File: src/rtl/spi_boot_loader.sv
// SPI boot download receiver: takes a little-endian start/end header from the ARM
// and writes each following data byte into the external SRAM before the core is released.
//
// state     | meaning
// ----------+--------------------------------------------------------------
// S_IDLE    | ss high, aborted, or download finished (booting=0)
// S_HDR     | collecting the 6 header bytes (start, end)
// S_DATA    | waiting for a data byte to write at cur_addr
// S_W_SETUP | address/data/cs_b driven, we_b still high
// S_W_LOW   | we_b low for WE_LOW_CYCLES clocks
// S_W_HOLD  | we_b back high, cs_b still low; then cur_addr advances
module spi_boot_loader #(
  parameter int SYNC_STAGES   = 2,
  parameter int WE_LOW_CYCLES = 2,
  parameter int ADDR_BITS     = 18
) (
  input  logic                 clk,
  input  logic                 reset_b,
  input  logic                 spi_ss,
  input  logic                 spi_sclk,
  input  logic                 spi_mosi,
  output logic                 booting,
  output logic [ADDR_BITS-1:0] ram_a,
  output logic [7:0]           ram_d,
  output logic                 ram_cs_b,
  output logic                 ram_we_b,
  output logic                 overrun
);

  localparam int WE_CW = $clog2(WE_LOW_CYCLES + 1);
  localparam logic [WE_CW-1:0] WE_LOAD = WE_CW'(WE_LOW_CYCLES - 1);

  typedef enum logic [2:0] {
    S_IDLE, S_HDR, S_DATA, S_W_SETUP, S_W_LOW, S_W_HOLD
  } state_t;

  state_t state_q, state_d;

  logic [SYNC_STAGES-1:0] ss_sync_q, ss_sync_d;
  logic [SYNC_STAGES-1:0] sclk_sync_q, sclk_sync_d;
  logic [SYNC_STAGES-1:0] mosi_sync_q, mosi_sync_d;
  logic ss_prev_q, ss_prev_d, sclk_prev_q, sclk_prev_d;
  logic [6:0] sr_q, sr_d;
  logic [2:0] bit_cnt_q, bit_cnt_d;
  logic [2:0] byte_cnt_q, byte_cnt_d;
  logic byte_valid_q, byte_valid_d;
  logic [7:0] byte_q, byte_d;
  logic [23:0] start_q, start_d, end_q, end_d, cur_addr_q, cur_addr_d;
  logic [WE_CW-1:0] we_cnt_q, we_cnt_d;
  logic pend_q, pend_d, pend_abort_q, pend_abort_d;
  logic booting_q, booting_d;
  logic [ADDR_BITS-1:0] ram_a_q, ram_a_d;
  logic [7:0] ram_d_q, ram_d_d;
  logic ram_cs_b_q, ram_cs_b_d, ram_we_b_q, ram_we_b_d;
  logic overrun_q, overrun_d;

  logic ss_s, sclk_s, mosi_s, ss_rise, ss_fall, sclk_rise, partial, in_write;
  logic       byte_valid;
  logic [7:0] byte_data;

  assign ss_s      = ss_sync_q[SYNC_STAGES-1];
  assign sclk_s    = sclk_sync_q[SYNC_STAGES-1];
  assign mosi_s    = mosi_sync_q[SYNC_STAGES-1];
  assign ss_rise   = ss_s & ~ss_prev_q;
  assign ss_fall   = ~ss_s & ss_prev_q;
  assign sclk_rise = sclk_s & ~sclk_prev_q;
  assign partial   = (bit_cnt_q != 3'd0);
  assign in_write  = (state_q == S_W_SETUP) || (state_q == S_W_LOW) || (state_q == S_W_HOLD);
  assign byte_valid = byte_valid_q;
  assign byte_data  = byte_q;

  always_comb begin
    ss_sync_d    = {ss_sync_q[SYNC_STAGES-2:0], spi_ss};
    sclk_sync_d  = {sclk_sync_q[SYNC_STAGES-2:0], spi_sclk};
    mosi_sync_d  = {mosi_sync_q[SYNC_STAGES-2:0], spi_mosi};
    ss_prev_d    = ss_s;
    sclk_prev_d  = sclk_s;
    sr_d         = sr_q;
    bit_cnt_d    = bit_cnt_q;
    byte_cnt_d   = byte_cnt_q;
    byte_valid_d = 1'b0;
    byte_d       = byte_q;
    start_d      = start_q;
    end_d        = end_q;
    cur_addr_d   = cur_addr_q;
    we_cnt_d     = we_cnt_q;
    pend_d       = pend_q;
    pend_abort_d = pend_abort_q;
    booting_d    = booting_q;
    ram_a_d      = ram_a_q;
    ram_d_d      = ram_d_q;
    overrun_d    = overrun_q;
    state_d      = state_q;

    if (sclk_rise && !ss_s && booting_q && state_q != S_IDLE) begin
      sr_d      = {sr_q[5:0], mosi_s};
      bit_cnt_d = bit_cnt_q + 3'd1;
      if (bit_cnt_q == 3'd7) begin
        byte_valid_d = 1'b1;
        byte_d       = {sr_q, mosi_s};
      end
    end
    if (byte_valid && byte_cnt_q != 3'd6) byte_cnt_d = byte_cnt_q + 3'd1;
    if (ss_rise) begin
      bit_cnt_d  = 3'd0;
      byte_cnt_d = 3'd0;
    end

    case (state_q)
      S_IDLE: if (ss_fall && booting_q) state_d = S_HDR;
      S_HDR: begin
        if (ss_rise) state_d = S_IDLE;
        else if (byte_valid) begin
          case (byte_cnt_q)
            3'd0: start_d[7:0]   = byte_data;
            3'd1: start_d[15:8]  = byte_data;
            3'd2: start_d[23:16] = byte_data;
            3'd3: end_d[7:0]     = byte_data;
            3'd4: end_d[15:8]    = byte_data;
            3'd5: begin
              end_d[23:16] = byte_data;
              cur_addr_d   = start_q;
              state_d      = S_DATA;
            end
            default: ;
          endcase
        end
      end
      S_DATA: begin
        if (ss_rise) begin
          state_d = S_IDLE;
          if (!partial) booting_d = 1'b0;
        end else if (byte_valid && cur_addr_q <= end_q) begin
          state_d = S_W_SETUP;
          ram_a_d = cur_addr_q[ADDR_BITS-1:0];
          ram_d_d = byte_data;
        end
      end
      S_W_SETUP: begin
        state_d  = S_W_LOW;
        we_cnt_d = WE_LOAD;
      end
      S_W_LOW: begin
        if (we_cnt_q == '0) state_d = S_W_HOLD;
        else we_cnt_d = we_cnt_q - WE_CW'(1);
      end
      S_W_HOLD: begin
        cur_addr_d   = cur_addr_q + 24'd1;
        pend_d       = 1'b0;
        pend_abort_d = 1'b0;
        if (pend_q || ss_rise) begin
          state_d = S_IDLE;
          if (!(pend_abort_q || (ss_rise && partial))) booting_d = 1'b0;
        end else begin
          state_d = S_DATA;
        end
      end
      default: state_d = S_IDLE;
    endcase

    if (in_write && byte_valid) overrun_d = 1'b1;
    // ss rising mid-write is remembered and acted on once the write finishes
    if (in_write && ss_rise && state_q != S_W_HOLD) begin
      pend_d       = 1'b1;
      pend_abort_d = partial;
    end

    ram_cs_b_d = !((state_d == S_W_SETUP) || (state_d == S_W_LOW) || (state_d == S_W_HOLD));
    ram_we_b_d = (state_d != S_W_LOW);
  end

  always_ff @(posedge clk or negedge reset_b) begin
    if (!reset_b) begin
      state_q      <= S_IDLE;
      ss_sync_q    <= '0;
      sclk_sync_q  <= '0;
      mosi_sync_q  <= '0;
      ss_prev_q    <= 1'b0;
      sclk_prev_q  <= 1'b0;
      sr_q         <= '0;
      bit_cnt_q    <= '0;
      byte_cnt_q   <= '0;
      byte_valid_q <= 1'b0;
      byte_q       <= '0;
      start_q      <= '0;
      end_q        <= '0;
      cur_addr_q   <= '0;
      we_cnt_q     <= '0;
      pend_q       <= 1'b0;
      pend_abort_q <= 1'b0;
      booting_q    <= 1'b1;
      ram_a_q      <= '0;
      ram_d_q      <= '0;
      ram_cs_b_q   <= 1'b1;
      ram_we_b_q   <= 1'b1;
      overrun_q    <= 1'b0;
    end else begin
      state_q      <= state_d;
      ss_sync_q    <= ss_sync_d;
      sclk_sync_q  <= sclk_sync_d;
      mosi_sync_q  <= mosi_sync_d;
      ss_prev_q    <= ss_prev_d;
      sclk_prev_q  <= sclk_prev_d;
      sr_q         <= sr_d;
      bit_cnt_q    <= bit_cnt_d;
      byte_cnt_q   <= byte_cnt_d;
      byte_valid_q <= byte_valid_d;
      byte_q       <= byte_d;
      start_q      <= start_d;
      end_q        <= end_d;
      cur_addr_q   <= cur_addr_d;
      we_cnt_q     <= we_cnt_d;
      pend_q       <= pend_d;
      pend_abort_q <= pend_abort_d;
      booting_q    <= booting_d;
      ram_a_q      <= ram_a_d;
      ram_d_q      <= ram_d_d;
      ram_cs_b_q   <= ram_cs_b_d;
      ram_we_b_q   <= ram_we_b_d;
      overrun_q    <= overrun_d;
    end
  end

  assign booting  = booting_q;
  assign ram_a    = ram_a_q;
  assign ram_d    = ram_d_q;
  assign ram_cs_b = ram_cs_b_q;
  assign ram_we_b = ram_we_b_q;
  assign overrun  = overrun_q;

endmodule
File: config.mk
export PLATFORM = sky130hd
export DESIGN_NAME = spi_boot_loader
export DESIGN_NICKNAME = d
export VERILOG_FILES = /design/src/rtl/spi_boot_loader.sv
export SDC_FILE = /design/constraint.sdc
export NUM_CORES = 1
export LEC_CHECK = 0
export CORE_MARGIN = 1.5
export CORE_UTILIZATION = 35
export CTS_CLUSTER_DIAMETER = 100
export DETAILED_ROUTE_END_ITERATION = 10
export GPL_ROUTABILITY_DRIVEN = 0
export PLACE_DENSITY = 0.52
export SYNTH_ARGS = -nofsm -noshare
export SYNTH_HDL_FRONTEND = slang
export SYNTH_SLANG_ARGS = --single-unit
File: constraint.sdc
create_clock -name clk -period 5.8 [get_ports clk]
set_clock_uncertainty 0.05 [all_clocks]
set_input_delay 0.58 -clock clk [delete_from_list [all_inputs] [get_ports clk]]
set_output_delay 0.58 -clock clk [all_outputs]
set_load 0.01 [all_outputs]
# Word-level counts from Yosys, hierarchy flattened

Index checks and enable logic that the tools add are counted.

Bits of input ports: 5
Output and inout port bits: 30
Register bits after elaboration: 139
Logic and storage cells: 133

Reduce and logical (&&, ||, !) cells: 40
Add/subtract/negate cells: 4
Eq/ne operators: 25
Order comparisons: 1
Bitwise operators: 7
Mux-type cells: 29

Operators with widths:

| cell                  | number |
|---|---|
| $mux 24               | 3 |
| $pmux 24 s2           | 1 |
| $mux 3                | 11 |
| $reduce_and 4->1      | 7 |
| $add 24x1->24 const B | 1 |
| $le 24x24->1          | 1 |
| $eq 3x3->1 const B    | 7 |
| $pmux 3 s6            | 1 |
| $eq 3x2->1 const B    | 5 |
| $ne 2x2->1 const B    | 7 |
| $reduce_bool 2->1     | 6 |
| $logic_and 1x1->1     | 10 |
| $mux 1                | 9 |
| $ne 3x3->1 const B    | 3 |
| $add 3x1->3 const B   | 2 |
| $eq 3x1->1 const B    | 2 |
| $logic_not 3->1       | 2 |
| $logic_or 1x1->1      | 6 |
| $reduce_bool 3->1     | 2 |
| $reduce_and 5->1      | 1 |
| $mux 2                | 2 |
| $not 1->1             | 4 |
| $pmux 2 s2            | 1 |
| $reduce_and 2->1      | 2 |
| other kinds (7)       | 10 |

# Longest topological paths before layout

Gate-level depths: netlist (run 1).

Depth after elaboration: 9
Gate-level depth with buffers: 9

# Worst setup path before layout (run 1)

OpenSTA, ideal clock, no wires.

Path kind: register -> register
Start: reg cur_addr_q[7]
End: reg ram_a_q[10] (netlist: ram_a[10])
Clock period less this slack: 2.349 ns
Cell stages (with the launch flop): 8
Path slack: 3.451 ns
Library setup time: 0.125 ns
Arrival: 2.173 ns
Cells stage by stage: dfrtp_1 > ha_1 > nand4_1 > or2_2 > nand2b_1 > a21oi_4 > buf_12 > mux2_4

Cells in the longest elaborated chain, start to end: 3

Ends and longest elaborated chain:

| what                              | line | text |
|---|---|---|
| start, declared                   | 48   | `logic [23:0] start_q, start_d, end_q, end_d, cur_addr_q, cur_addr_d;` |
| start signal, assigned            | 211  | `cur_addr_q <= cur_addr_d;` |
| $le 24x24->1                      | 133  | `end else if (byte_valid && cur_addr_q <= end_q) begin` |
| $logic_and 1x1->1                 | 133  |  |
| $reduce_and 3->1 (no source line) | -    |  |
| end signal, assigned              | 216  | `ram_a_q <= ram_a_d;` |
| end, declared                     | 52   | `logic [ADDR_BITS-1:0] ram_a_q, ram_a_d;` |

No other way between the ends.
A chain may end at the register's enable or synchronous reset.

# Worst setup path in the final report (run 1)

Start: reg cur_addr_q[19]
End: reg ram_d_q[3] (netlist: ram_d[3])

Cells in the longest elaborated chain, start to end: 3

Ends and longest elaborated chain:

| what                              | line | text |
|---|---|---|
| $le 24x24->1                      | 133  |  |
| $logic_and 1x1->1                 | 133  |  |
| $reduce_and 3->1 (no source line) | -    |  |
| end signal, assigned              | 217  | `ram_d_q <= ram_d_d;` |
| end, declared                     | 53   | `logic [7:0] ram_d_q, ram_d_d;` |

No other way between the ends.

==> flow_summary.ini, run 1 <==
[route]
ant_nets = 0
top_layer = met4
vias = 4470
drc = 0
wl_met1_um = 7309
route.met2.wl_um = 6989
vias_per_cell = 5.162
wl_um = 15100
routedWlPerCell_um = 17.44
first_pass_iters = 5
drt_iter0_markers = 321
wl_met3_um = 588

[power_and_ir_drop]
p_per_area_nw_per_um2 = 270.3
leakage_uw = 0.003561
ir_drop_uv = 208.4

[clock_tree]
cts_tree = built
clk_pin_slew_ns = 0.06
cts_buffer_depth = 2
ctsResizeCount = 0
cts.sinks = 139
postCtsSetupRepairBufs = 0
h-tree-depth = 4
insertion_delay_ns = 0.42
ctsHoldBuffers = 0
cts_root_buf = clkbuf_16
cts_buffers = 17

[global_route]
grt_max_degree = 79
grt.total_usage_pct = 16.46
antenna_found_initial = 0
grt_pass1_wl_um = 24940
grt_pass1_vias = 4571
grt_overflow = 0

[setup_path]
reg2reg_from = cur_addr_q[19]
r2r_cells = 7
path_class = register to register
critPathMaxStageDelay_ns = 0.49
cp.arrival_ns = 3.28
cp-end-kind = register
cp.required_ns = 6.06
path_max_fanout = 18
regToRegSetupSlack_ns = 2.78
critPathLaunchType = register
cp_slowest_cell = a21oi_4
cpLargestDelayFamily = simple AND/OR/NAND/NOR gates
r2r_end = ram_d[3]
worstPathBufferInverterCount = 1
crit_chain = ha_1 -> nand4_1 -> nor4_1 -> nand2b_1 -> a21oi_4 -> buf_4 -> mux2_2

[cells_and_area]
layout.nets = 658
post-route-util_pct = 41.60
final_cell_mix = 136 x dfrtp_1, 55 x mux2_2, 54 x nand2_1
final_common_cell = dfrtp_1
syn2layout_area_growth_pct = 17.05
diodes = 0
drive_above_1_share_pct = 19.62

[synthesis]
ys_types = 59
synth_seq_cells = 139
synth_edf_count = 0
avgSynthCellArea_um2 = 11.36
syn-num-nets = 622
synth_ff_type = dfrtp_1
synth-async-reset-ratio_pct = 100.0
synthCells = 583
ys.warnings.count = 0
ys_seq_area_share_pct = 52.56
synth_area_um2 = 6625

[hold_path]
hold_path_class = input pin to asynchronous set/reset pin

[floorplanning]
ioPinCount = 35
dieHeight_um = 140.6
die_width_um = 140.6
dieArea_um2 = 19760
start_util_pct = 35.54
coreArea_um2 = 18640
num_rows = 50

[placement]
numPortBuffers = 34
post-dp-hpwl_um = 10090

[sta]
whs_ns = 0.1396
period_minus_slack_ns = 3.015
slew_viol_final = 0
relSlewSlack_pct = 25.98
fmaxAchievable_mhz = 331.7
finalHoldViolCount = 0
grt_setup_unrepaired = no
tns_ns = 0
timing.final.crit_share_pct = 51.98
worst_pin_slew_ns = 1.106
setup_viol = 0

[status]
outcome = complete, no violations

[run]
drv_cap = 0
==> through the flow <==
stage	setup slack (ns)	area, um^2	instances	total power [uW]
floorplan	3.451	6625	583	993.9
global placement	2.840	7157	834	1018
detailed placement	2.819	7157	834	1018
CTS	2.814	7755	866	2121
global route	2.641	7755	866	2171
finish	2.785	7755	866	2096
==> Yosys cell counts, types with 3 or more instances <==
library cell | n | area [um^2]
nor3_1 | 7 | 35.03
a22oi_1 | 3 | 22.52
nand3_1 | 14 | 70.07
nand2b_1 | 7 | 43.79
mux2_4 | 18 | 270.3
o211ai_1 | 3 | 22.52
o21ai_0 | 45 | 225.2
inv_1 | 37 | 138.9
ha_1 | 34 | 425.4
nand4_1 | 15 | 93.84
a211oi_1 | 3 | 22.52
and2_1 | 5 | 31.28
o32ai_1 | 3 | 26.28
mux2_2 | 55 | 619.3
nand2_1 | 54 | 202.7
nor2_1 | 35 | 131.4
dfstp_2 | 3 | 78.83
buf_2 | 11 | 55.05
a21o_1 | 3 | 22.52
clkbuf_1 | 6 | 22.52
and3_1 | 6 | 37.54
dfrtp_1 | 136 | 3403
a21oi_1 | 35 | 175.2
==> final cells by class <==
type                    instances  area, um^2
fillers                      1744       10890
flip-flops and latches        139        3482
multi-input cells             386        2872
clock buffers                  18       429.2
repair buffers                 38       371.6
well taps                     234       292.8
clock inverters                14       168.9
inverters                      37       138.9
==> where the power goes <==
group          internal [uW]  switching (uW)
Combinational           3.90            20.5
Clock                    675             422
Sequential               973            1.50
==> flip-flops by register name, summed over array words and instances (netlist names), 2 cells and up <==
register / count
cur_addr_q: 24
ram_d: 8
state_q: 3
ram_a: 18
ss_sync_q: 2
sclk_sync_q: 2
we_cnt_q: 2
byte_data: 8
sr_q: 7
start_q: 24
byte_cnt_q: 3
end_q: 24
mosi_sync_q: 2
bit_cnt_q: 3
==> worst max path at each step <==
stage              startpoint        end  cells after the start
3_5_place_dp   cur_addr_q[14]   ram_d[3]                      7
6_report       cur_addr_q[19]   ram_d[3]                      7
4_1_cts        cur_addr_q[14]   ram_d[3]                      7
2_1_floorplan   cur_addr_q[7]  ram_a[10]                      7
5_1_grt        cur_addr_q[22]   ram_d[1]                      7
3_3_place_gp    cur_addr_q[7]   ram_d[5]                      8
==> logic make-up after synthesis <==
group	after synthesis	synth area share (%)
AO/OA/AOI/OAI	114	10.56
buffers and inverters	58	4.098
XOR/XNOR	2	0.2644
multiplexers	75	13.73
flip-flops	139	52.56
adder cells (fa/ha/maj)	34	6.421
AND/OR/NAND/NOR	161	12.37
==> routing by layer <==
metal / GRT usage, % / vias up
li1: - / 2130
met1: 22.70 / 2231
met2: 25.09 / 88
met3: 4.348 / 21
met4: 5.811 / 0
met5: 0 / -
(Power assumes the default switching activity.)
==> run 2: changes to the inputs <==
--- a/config.mk
+++ b/config.mk
@@ -10,7 +10,7 @@
 export CTS_CLUSTER_DIAMETER = 100
 export DETAILED_ROUTE_END_ITERATION = 10
 export GPL_ROUTABILITY_DRIVEN = 0
-export PLACE_DENSITY = 0.52
+export PLACE_DENSITY = 0.54
 export SYNTH_ARGS = -nofsm -noshare
 export SYNTH_HDL_FRONTEND = slang
 export SYNTH_SLANG_ARGS = --single-unit
==> constraint.sdc (replaced) <==
create_clock -name clk -period 2.7 [get_ports clk]
set_clock_uncertainty 0.05 [all_clocks]
set_input_delay 0.27 -clock clk [delete_from_list [all_inputs] [get_ports clk]]
set_output_delay 0.27 -clock clk [all_outputs]
set_load 0.01 [all_outputs]
==> run 2 against run 1 <==
Via count rose by 2.2%. Total power is 120% higher. Register-to-register slack got worse by 2.6 ns. Sequential cell count is the same. Largest power group unchanged.
==> flow_summary.ini, run 2 (synthesis gave the netlist of run 1 again) <==
[status]
outcome = complete, no violations

[power_and_ir_drop]
leakage_uw = 0.003671
p_sw_share_pct = 20.84
seqPwrFrac_pct = 45.5
ir_drop_uv = 406.8
p_per_area_nw_per_um2 = 579.0
clock_power_share_pct = 53.3
p_int_uw = 3643
p_switching_uw = 958.9
combPwrFrac_pct = 1.3

[cells_and_area]
multi_input_area_um2 = 2878
largest_registers = cur_addr_q x24, end_q x24, start_q x24
layout.nets = 676
syn2layout_area_growth_pct = 19.98
final_cell_area_um2 = 7949
final_cell_mix = 136 x dfrtp_1, 55 x mux2_2, 54 x nand2_1
regArea_um2 = 3482
fillers = 1738
diodes = 0
final_common_cell = dfrtp_1
drive_above_1_share_pct = 22.00

[route]
first_pass_iters = 5
routedWlPerCell_um = 16.89
wl_um = 14930
drt_iter0_markers = 263
vias_per_cell = 5.167
drc = 0
vias = 4568
ant_nets = 0

[floorplanning]
dieHeight_um = 140.6
dieArea_um2 = 19760
coreArea_um2 = 18640
die_width_um = 140.6
ioPinCount = 35
num_rows = 50
start_util_pct = 35.54

[global_route]
grt.total_usage_pct = 16.11
grt_overflow = 0
grt_max_degree = 66
grt_pass1_wl_um = 24400
grt_pass1_vias = 4572
antenna_found_initial = 0

[sta]
period_minus_slack_ns = 2.542
tns_ns = 0
slew_viol_final = 0
relSlewSlack_pct = 31.11
finalHoldViolCount = 0
setup_viol = 0
fmaxAchievable_mhz = 393.4
timing.final.crit_share_pct = 94.14
worst_pin_slew_ns = 1.032

[setup_path]
path_max_fanout = 10
cp_slowest_cell = dfrtp_1
cp.required_ns = 2.96
crit_chain = ha_1 -> nand4_1 -> nor4_2 -> buf_4 -> nand2b_1 -> a21oi_4 -> buf_4 -> mux2_4
cp-end-kind = register
regToRegSetupSlack_ns = 0.16
critPathMaxStageDelay_ns = 0.43
cp.arrival_ns = 2.80
path_class = register to register
r2r_cells = 8
critPathLaunchType = register
crit_top_cell = buf_4

[clock_tree]
cts_tree = built
cts.sinks = 139
clk_pin_slew_ns = 0.06
postCtsSetupRepairBufs = 0
cts_root_buf = clkbuf_16
cts_buffers = 17
insertion_delay_ns = 0.42
h-tree-depth = 4
cts_buffer_depth = 2

[placement]
numPortBuffers = 34
place_area_um2 = 7310
post-dp-hpwl_um = 10010

[hold_path]
hold_path_class = input pin to register
holdPathStages = 1

[run]
drv_cap = 0
-- run 2: path summary, 6_finish.rpt --
| path | startpoint | to |
|---|---|---|
| worst max-delay path | cur_addr_q[22] | ram_a[12] |
| worst min-delay path | spi_mosi | mosi_sync_q[0] |
| worst max register to register | cur_addr_q[22] | ram_a[12] |
| worst min register to register | sclk_sync_q[0] | sclk_sync_q[1] |
| max in group asynchronous | reset_b | booting |
| min in group asynchronous | reset_b | ram_a[10] |
-- run 2: what timing repair did --
action,4_1_cts,5_1_grt
resized for setup,0,1
hold endpoints to repair,63,0
endpoints found under the setup margin,0,23
hold buffers,1,0
-- run 2: power by group through the flow --
stage                     Sequential (uW)  Clock (uW)  Combinational (uW)
final                                2090        2450                58.0
after global routing                 2090        2610                68.6
after CTS                            2090        2500                62.2
after detailed placement             2130           0                61.0
after global placement               2130           0                59.8
after floorplan                      2130           0                4.80
-- run 2: area by class of cell --
cell class / instances / share of cell area, %
clock buffer: 17 / 5.352
sequential: 139 / 43.81
timing repair buffer: 56 / 6.721
multi-input combinational: 386 / 36.20
inverter: 37 / 1.747
tap: 234 / 3.683
clock inverter: 15 / 2.487
-- run 2: critical path: cells and delay by family (launching register included) --
kind                       cells  cell delay [ns]
AOI/OAI and AO/OA              1             0.19
adders and majority gates      1             0.33
buffers and inverters          2             0.43
DFF                            1             0.43
muxes                          1             0.32
and+or+nand+nor                3             0.68
-- run 2: stage by stage --
step,worst slack [ns],power (uW),utilization [%],instances,hold WS (ns)
global route,-0.03075,4768,42.64,884,0.2240
finish,0.1583,4602,42.64,884,0.2344
detailed placement,0.1099,2192,39.21,851,0.2755
CTS,0.08974,4657,42.60,884,0.2215
floorplan,0.3514,2135,-,583,-0.07559
global placement,0.1042,2190,39.21,851,0.2696
-- run 2: layer usage --
layer / part of all wire, % / global-route usage [%] / routed length, um
met2: 46 / 25.20 / 6915
met1: 48 / 21.83 / 7149
met5: 0 / 0 / 0
met3: 3.6 / 3.940 / 532
met4: 2.2 / 5.811 / 334
==> run 3: changes to the inputs <==
--- a/config.mk
+++ b/config.mk
@@ -11,6 +11,7 @@
 export DETAILED_ROUTE_END_ITERATION = 10
 export GPL_ROUTABILITY_DRIVEN = 0
 export PLACE_DENSITY = 0.54
+export SETUP_SLACK_MARGIN = 0.05
 export SYNTH_ARGS = -nofsm -noshare
 export SYNTH_HDL_FRONTEND = slang
 export SYNTH_SLANG_ARGS = --single-unit
==> run 3 against run 2 <==
Combinational power about the same. Total power hardly changed. Largest cell class unchanged. Setup slack better by 0.0028 ns. Count of clock-buffer cells in the layout stayed put. Via count decreased by 0.26%. Register-to-register slack about the same. Sequential power about the same. First-iteration DRC count fell by 12%. Routed wire length up 0.13%. Highest routed layer unchanged.
==> flow_summary.ini, run 3 (synthesis gave the netlist of run 1 again) <==
[status]
outcome = complete, no violations

[sta]
worst_pin_slew_ns = 0.7048
grt_setup_unrepaired = no
relSlewSlack_pct = 52.90
slew_viol_final = 0
setup_ws_ns = 0.1612
setup_viol = 0
timing.final.crit_share_pct = 94.03
tns_ns = 0
fmaxAchievable_mhz = 393.9
finalHoldViolCount = 0
whs_ns = 0.2342
period_minus_slack_ns = 2.539

[cells_and_area]
final_common_cell = dfrtp_1
drive_above_1_share_pct = 22.12
largest_registers = cur_addr_q x24, end_q x24, start_q x24
layout.nets = 677
final_cell_area_um2 = 7970
diodes = 0
final_cell_mix = 136 x dfrtp_1, 55 x mux2_2, 54 x nand2_1
syn2layout_area_growth_pct = 20.30

[setup_path]
path_class = register to register
path_max_fanout = 10
critPathLaunchType = register
cp-end-kind = register
cp.arrival_ns = 2.79
cp.required_ns = 2.95
regToRegSetupSlack_ns = 0.16

[global_route]
grt_overflow = 0
grt_pass1_vias = 4572
antenna_found_initial = 0
grt_pass1_wl_um = 24400
grt.total_usage_pct = 16.11
grt_max_degree = 66

[floorplanning]
dieHeight_um = 140.6
start_util_pct = 35.54
ioPinCount = 35
num_rows = 50
die_width_um = 140.6
coreArea_um2 = 18640
dieArea_um2 = 19760

[clock_tree]
clk_pin_slew_ns = 0.06
insertion_delay_ns = 0.43
cts_tree = built
cts_root_buf = clkbuf_16
h-tree-depth = 4
cts_buffer_depth = 2
cts.sinks = 139
cts_buffers = 17

[power_and_ir_drop]
ir_drop_uv = 405.5
p_per_area_nw_per_um2 = 577.3
p_sw_share_pct = 20.81
seqPwrFrac_pct = 45.5
combPwrFrac_pct = 1.3
leakage_uw = 0.003682
clock_power_share_pct = 53.2
total_power_uw = 4601
p_switching_uw = 957.6
p_int_uw = 3643

[route]
vias = 4556
wl_um = 14950
drc = 0
routedWlPerCell_um = 16.89
vias_per_cell = 5.148
drt_iter0_markers = 231
ant_nets = 0
first_pass_iters = 4

[placement]
place_ws_ns = 0.1099
place_area_um2 = 7310
numPortBuffers = 34
post-dp-hpwl_um = 10010

[hold_path]
hold_path_class = input pin to register

[run]
drv_cap = 0
## run 3: cell count changes in the layout (fill, tap and decap cells not counted)
cell,previous run,this run
buf_4,19,20
nor2_2,1,0
nor2_4,0,1
nor4_2,2,1
nor4_4,0,1
## run 3: worst paths after layout
kind | depth (start not counted) | end | startpoint
worst max-delay path | 8 | ram_a[17] | cur_addr_q[15]
worst min-delay path | 1 | mosi_sync_q[0] | spi_mosi
worst max register to register | 8 | ram_a[17] | cur_addr_q[15]
worst min register to register | 0 | sclk_sync_q[1] | sclk_sync_q[0]
max in group asynchronous | 3 | booting | reset_b
min in group asynchronous | 2 | ram_a[10] | reset_b
## run 3: routing by layer
| metal | GRT usage [%] | vias to the layer above | routed length [um] | share of wire [%] |
|---|---|---|---|---|
| met2 | 25.20 | 84 | 6995 | 47 |
| met5 | 0 | - | 0 | 0 |
| met4 | 5.811 | 0 | 285 | 1.9 |
| met3 | 3.940 | 22 | 538 | 3.6 |
| met1 | 21.83 | 2270 | 7130 | 48 |
| li1 | - | 2180 | - | - |
## run 3: final cells by class
class / instances / area, um^2
Multi-Input combinational cell: 386 / 2892
Sequential cell: 139 / 3482
Fill cell: 1732 / 10670
Timing Repair Buffer: 57 / 541.8
Clock inverter: 15 / 197.7
Inverter: 37 / 138.9
Tap cell: 234 / 292.8
Clock buffer: 17 / 425.4
## run 3: per-stage QoR
stage               utilization [%]  instances
CTS                           42.60        884
finish                        42.75        885
global placement              39.21        851
detailed placement            39.21        851
global route                  42.75        885
floorplan                         -        583
## run 3: what timing repair did
| action | 4_1_cts | 5_1_grt |
|---|---|---|
| endpoints found under the setup margin | 0 | 32 |
| resized for setup | 0 | 3 |
| endpoints found under the hold margin | 63 | 0 |
| hold buffers | 1 | 0 |
| buffers inserted | 0 | 1 |
## run 3: critical path, stage by stage (launching register included)
cell	delay, ns
dfrtp_1	0.45
ha_1	0.34
nand4_1	0.21
nor4_4	0.36
buf_4	0.16
nand2b_1	0.08
a21oi_4	0.19
buf_4	0.25
mux2_4	0.32
## run 3: power groups by stage
stage	clock, uW	combinational (uW)	sequential (uW)
finish	2450	58.0	2090
detailed placement	0	61.0	2130
CTS	2500	62.2	2090
floorplan	0	4.80	2130
global route	2610	68.6	2090
global placement	0	59.8	2130
